===== src/rtl/kb_fifo.sv =====
// PS/2 keyboard receiver with glitch-filtered clock, frame checks, inter-bit watchdog and a scan-code FIFO.
// Define KB_PREFIX_EN to fold E0/F0 prefixes into ext/rel flags stored with each FIFO entry.
module kb_fifo #(
    parameter int DEPTH   = 16,
    parameter int FILTER  = 8,
    parameter int TIMEOUT = 25000
) (
    input  logic                   clock,
    input  logic                   reset,
    input  logic                   ps_clock,
    input  logic                   ps_data,
    input  logic                   rd,
    input  logic                   clr,
    output logic [7:0]             data,
    output logic                   ready,
    output logic [$clog2(DEPTH):0] count,
    output logic                   overflow,
    output logic                   perr,
    output logic                   ext,
    output logic                   rel
);

    // state  | meaning
    // IDLE   | waiting for a start bit (falling edge with data=0)
    // DATA   | shifting in 8 data bits, LSB first
    // PARITY | capturing the odd-parity bit
    // STOP   | checking stop bit and parity, pushing a valid byte
    typedef enum logic [1:0] {IDLE, DATA, PARITY, STOP} state_t;

    localparam int AW = $clog2(DEPTH);
    localparam int FW = $clog2(FILTER + 1);
    localparam int TW = $clog2(TIMEOUT + 1);
    localparam logic [FW-1:0] FLT_LOAD = FW'(FILTER - 1);
    localparam logic [TW-1:0] WD_LOAD  = TW'(TIMEOUT);
    localparam logic [AW:0]   FULL_CNT = (AW + 1)'(DEPTH);
`ifdef KB_PREFIX_EN
    localparam int EW = 10;
`else
    localparam int EW = 8;
`endif

    logic          clk_s1, clk_s2, dat_s1, dat_s2;
    logic          filt_clk;
    logic [FW-1:0] flt_cnt;
    logic          fall;

    state_t        state;
    logic [2:0]    bit_cnt;
    logic [7:0]    shreg;
    logic          par_bit;
    logic [TW-1:0] wd_cnt;
    logic          timeout, frame_valid, frame_bad, perr_evt;

    logic          push_req, do_push, do_pop, full, ovf_evt;
    logic [EW-1:0] wdata;
    logic [EW-1:0] mem [DEPTH];
    logic [AW-1:0] wr_ptr, rd_ptr, rd_nxt;
    logic [AW:0]   cnt_nxt;
    logic [EW-1:0] head_q, head_nxt;

    always_ff @(posedge clock or posedge reset) begin
        if (reset) begin
            clk_s1 <= 1'b1;
            clk_s2 <= 1'b1;
            dat_s1 <= 1'b1;
            dat_s2 <= 1'b1;
        end else begin
            clk_s1 <= ps_clock;
            clk_s2 <= clk_s1;
            dat_s1 <= ps_data;
            dat_s2 <= dat_s1;
        end
    end

    // Filtered clock flips only after FILTER consecutive samples disagree with it.
    always_ff @(posedge clock or posedge reset) begin
        if (reset) begin
            filt_clk <= 1'b1;
            flt_cnt  <= FLT_LOAD;
        end else if (clk_s2 == filt_clk) begin
            flt_cnt <= FLT_LOAD;
        end else if (flt_cnt == '0) begin
            filt_clk <= clk_s2;
            flt_cnt  <= FLT_LOAD;
        end else begin
            flt_cnt <= flt_cnt - FW'(1);
        end
    end

    assign fall        = filt_clk && !clk_s2 && (flt_cnt == '0);
    assign timeout     = (state != IDLE) && !fall && (wd_cnt == '0);
    assign frame_valid = (state == STOP) && fall && dat_s2 && (^shreg ^ par_bit);
    assign frame_bad   = (state == STOP) && fall && !(dat_s2 && (^shreg ^ par_bit));
    assign perr_evt    = frame_bad || timeout;

    always_ff @(posedge clock or posedge reset) begin
        if (reset) begin
            state   <= IDLE;
            bit_cnt <= '0;
            shreg   <= '0;
            par_bit <= 1'b0;
            wd_cnt  <= WD_LOAD;
        end else begin
            if (fall)
                wd_cnt <= WD_LOAD;
            else if (state != IDLE && wd_cnt != '0)
                wd_cnt <= wd_cnt - TW'(1);

            if (timeout) begin
                state <= IDLE;
            end else if (fall) begin
                case (state)
                    IDLE: begin
                        if (!dat_s2) begin
                            state   <= DATA;
                            bit_cnt <= '0;
                        end
                    end
                    DATA: begin
                        shreg   <= {dat_s2, shreg[7:1]};
                        bit_cnt <= bit_cnt + 3'd1;
                        if (bit_cnt == 3'd7)
                            state <= PARITY;
                    end
                    PARITY: begin
                        par_bit <= dat_s2;
                        state   <= STOP;
                    end
                    default: state <= IDLE;
                endcase
            end
        end
    end

`ifdef KB_PREFIX_EN
    logic ext_pend, rel_pend, is_prefix;

    assign is_prefix = (shreg == 8'hE0) || (shreg == 8'hF0);
    assign push_req  = frame_valid && !is_prefix;
    assign wdata     = {ext_pend, rel_pend, shreg};

    // Prefix latches are consumed by the next data byte, whether or not it fits.
    always_ff @(posedge clock or posedge reset) begin
        if (reset) begin
            ext_pend <= 1'b0;
            rel_pend <= 1'b0;
        end else if (perr_evt) begin
            ext_pend <= 1'b0;
            rel_pend <= 1'b0;
        end else if (frame_valid) begin
            if (shreg == 8'hE0) begin
                ext_pend <= 1'b1;
            end else if (shreg == 8'hF0) begin
                rel_pend <= 1'b1;
            end else begin
                ext_pend <= 1'b0;
                rel_pend <= 1'b0;
            end
        end
    end

    assign ext = head_q[9];
    assign rel = head_q[8];
`else
    assign push_req = frame_valid;
    assign wdata    = shreg;
    assign ext      = 1'b0;
    assign rel      = 1'b0;
`endif

    assign full    = (count == FULL_CNT);
    assign do_pop  = rd && (count != '0);
    assign do_push = push_req && (!full || do_pop);
    assign ovf_evt = push_req && full && !do_pop;
    assign rd_nxt  = do_pop ? rd_ptr + AW'(1) : rd_ptr;

    always_comb begin
        cnt_nxt = count;
        if (do_push && !do_pop)
            cnt_nxt = count + (AW + 1)'(1);
        else if (!do_push && do_pop)
            cnt_nxt = count - (AW + 1)'(1);
    end

    // The new head may be the word being written this cycle, so bypass the RAM then.
    always_comb begin
        head_nxt = mem[rd_nxt];
        if (cnt_nxt == '0)
            head_nxt = '0;
        else if (do_push && rd_nxt == wr_ptr)
            head_nxt = wdata;
    end

    always_ff @(posedge clock) begin
        if (do_push)
            mem[wr_ptr] <= wdata;
    end

    always_ff @(posedge clock or posedge reset) begin
        if (reset) begin
            wr_ptr   <= '0;
            rd_ptr   <= '0;
            count    <= '0;
            head_q   <= '0;
            overflow <= 1'b0;
            perr     <= 1'b0;
        end else begin
            if (do_push)
                wr_ptr <= wr_ptr + AW'(1);
            rd_ptr   <= rd_nxt;
            count    <= cnt_nxt;
            head_q   <= head_nxt;
            overflow <= (overflow && !clr) || ovf_evt;
            perr     <= (perr && !clr) || perr_evt;
        end
    end

    assign data  = head_q[7:0];
    assign ready = (count != '0);

endmodule

===== config.mk =====
export PLATFORM = sky130hd
export DESIGN_NAME = kb_fifo
export DESIGN_NICKNAME = d
export VERILOG_FILES = /design/src/rtl/kb_fifo.sv
export SDC_FILE = /design/constraint.sdc
export NUM_CORES = 1
export LEC_CHECK = 0
export BUFFER_PORTS_ARGS = -buffer_cell sky130_fd_sc_hd__clkbuf_2
export CAP_MARGIN = 20
export CORE_MARGIN = 2
export CORE_UTILIZATION = 30
export DETAILED_ROUTE_END_ITERATION = 10
export HOLD_SLACK_MARGIN = 0.06
export PLACE_DENSITY = 0.57
export SYNTH_ARGS = -nofsm -noshare
export SYNTH_HDL_FRONTEND = slang
export SYNTH_SLANG_ARGS = --single-unit

===== constraint.sdc =====
create_clock -name clock -period 3.35 [get_ports clock]
set_input_delay 0.1675 -clock clock [delete_from_list [all_inputs] [get_ports clock]]
set_output_delay 0.1675 -clock clock [all_outputs]
set_load 0.03 [all_outputs]

==> results.ini <==
[grt]
grt_pass1_wl_um = 33400
gr-total-overflow = 0
first_global_vias = 5825
grt_most_used_layer = met2
grt_usage = 0.139
grt.met3_usage = 0.0234
grt_max_degree = 68
antenna_found_initial = 0
grt_util_met2 = 0.233
use_met1 = 0.189

[timing]
finalSetupViolations = 0
setup_slack_ns = 0.460
finalCriticalPeriod_ns = 2.89
finalHoldViolCount = 0
fmax_mhz = 346
report.final.slew_viol_count = 0
timing.slew.headroom = 0.521
worst_pin_slew_ns = 0.711
tns_ns = 0
rsz0062_at_grt = false
skew_ns = 0.0218
fin_crit_sh = 0.863

[synthesis]
synth_area_um2 = 9150
synth_commonest_cells = edfxtp_1, mux2i_1, o221ai_1
yosys_most_used_dff = edfxtp_1
synthDistinctLibCells = 58
synth_seq_cells = 189
post-synth-top-count-cell = edfxtp_1
synthCells = 711
synth_edf_count = 128
ys_warn_count = 0
yosysSeqAreaShare = 0.589
synth_top_area_share = 0.420
async_flop_share = 0.323
synthTopCellsByArea = edfxtp_1, dfrtp_1, mux2i_1, o221ai_1, dfstp_2
synth_top_cell_by_area = edfxtp_1
syn_avg_cell_area_um2 = 12.9

[drt]
num_vias = 6170
drt_iter0_drc = 506
wire_per_inst_um = 18.9
drc = 0
drt-vias-per-instance = 5.39
wirelength_um = 21600
drtAntennaViolNets = 0
drtPass1Iterations = 5

[place]
dpl.hpwl_um = 13600
place_worst_setup_slack_ns = 0.482
placed_area_um2 = 9910
gp_congestion = 0.792
port-buffer-count = 21
place_inst = 1108

[final_layout]
diodes = 0
n_fill_cell = 2883
drive_gt1_frac = 0.168
area_growth_pct = 15.8
postLayoutCellArea_um2 = 10600
regArea_um2 = 5390
nets = 767
fin_cells = 1145
multi_input_area_um2 = 3520

[clock_network]
clockBufferDepth = 2
cts_resized = 0
tritoncts = done
htreeDepth = 4
hold_buffers = 4
cts.clk_slew.worst_paths_ns = 0.08
clock_latency_ns = 0.44
cts.root.buffer_cell = clkbuf_16
cts.sinks = 189
cts_setup_buffers = 0
cts_made_buffers = 17

[setup_path]
crit_path_end_kind = flip-flop
crit_type = flip-flop to flip-flop
worstPathMaxFanout = 8
cp.arrival_ns = 3.20
rrSetupSlack_ns = 0.46
crit_required_ns = 3.66
rr_worst_depth = 10
cp-start-kind = flip-flop

[floorplan]
num_io_pins = 24
rows = 63
fp.dieW_um = 179
fp.dieH_um = 179
die_area_um2 = 31900
start_util = 0.306
core_area_um2 = 29900

[min_path]
hold_path.class = input port to asynchronous set/reset pin

[job]
maxCapViolCount = 0

[pwr]
peakVddDrop_v = 0.000396
p_total_mw = 7.77
power_density_nw_per_um2 = 733
leakage_nw = 4.19

[run_status]
status = complete, no violations

power by group:
group | internal (mW) | switching [mW]
logic | 1.18 | 1.73
registers | 2.61 | 0.181
clock network | 1.08 | 0.989
final cells by class:
cell class,count,share of cell area
Inverter,21,0.00744
Multi-Input combinational cell,451,0.332
Tap cell,390,0.0461
Timing Repair Buffer,62,0.0470
Clock buffer,17,0.0402
Clock inverter,15,0.0182
Sequential cell,189,0.509
per-layer routing:
metal,part of all wire,vias to the layer above
met5,0,-
met4,0.0093,0
met3,0.039,12
met2,0.50,132
met1,0.45,3140
li1,-,2886
layout by cell type (no fill, tap or decap), drive strengths merged, types with 19 or more instances in the layout:
cell / count
edfxtp: 128
mux2i: 66
o221ai: 48
dfrtp: 47
clkbuf: 38
buf: 37
nand2: 34
o21ai: 32
inv: 27
a22oi: 24
a211oi: 19
ha: 19
cells by family after synthesis:
kind of cell	share of synthesized area
buffers and inverters	0.0324
AO/OA/AOI/OAI	0.158
flip-flops	0.589
multiplexers	0.0825
AND/OR/NAND/NOR	0.0826
adder cells (fa/ha/maj)	0.0260
XOR/XNOR	0.0297
other	0.000410
worst max-delay path, cell delays in order (launching register included):
cell and delay (ns):
dfstp_2 0.54, inv_1 0.05, ha_1 0.23, nor4bb_4 0.18
and4_1 0.21, mux2i_1 0.38, nor4_1 0.12, or3_1 0.34
a222oi_1 0.37, buf_4 0.24, a22oi_1 0.10
worst paths after layout:
path,startpoint,end
max,flt_cnt[0],data[6]
min,reset,count[2]
max reg2reg,flt_cnt[0],data[6]
min reg2reg,dat_s1,dat_s2
max in group asynchronous,reset,rd_ptr[0]
min in group clock,rd,count[3]
flip-flops by register name, indices dropped and copies added, names as in the netlist, 4 cells and up:
signal	count
count	5
data	8
flt_cnt	4
mem	128
rd_ptr	4
shreg	8
wd_cnt	15
wr_ptr	4
stage by stage:
step	hold WS, ns	util
6_report	0.145	0.355
3_3_place_gp	0.256	0.332
2_1_floorplan	0.172	-
3_5_place_dp	0.256	0.332
5_1_grt	0.137	0.355
4_1_cts	0.337	0.354
No activity file was read; power rests on OpenSTA's default activity.
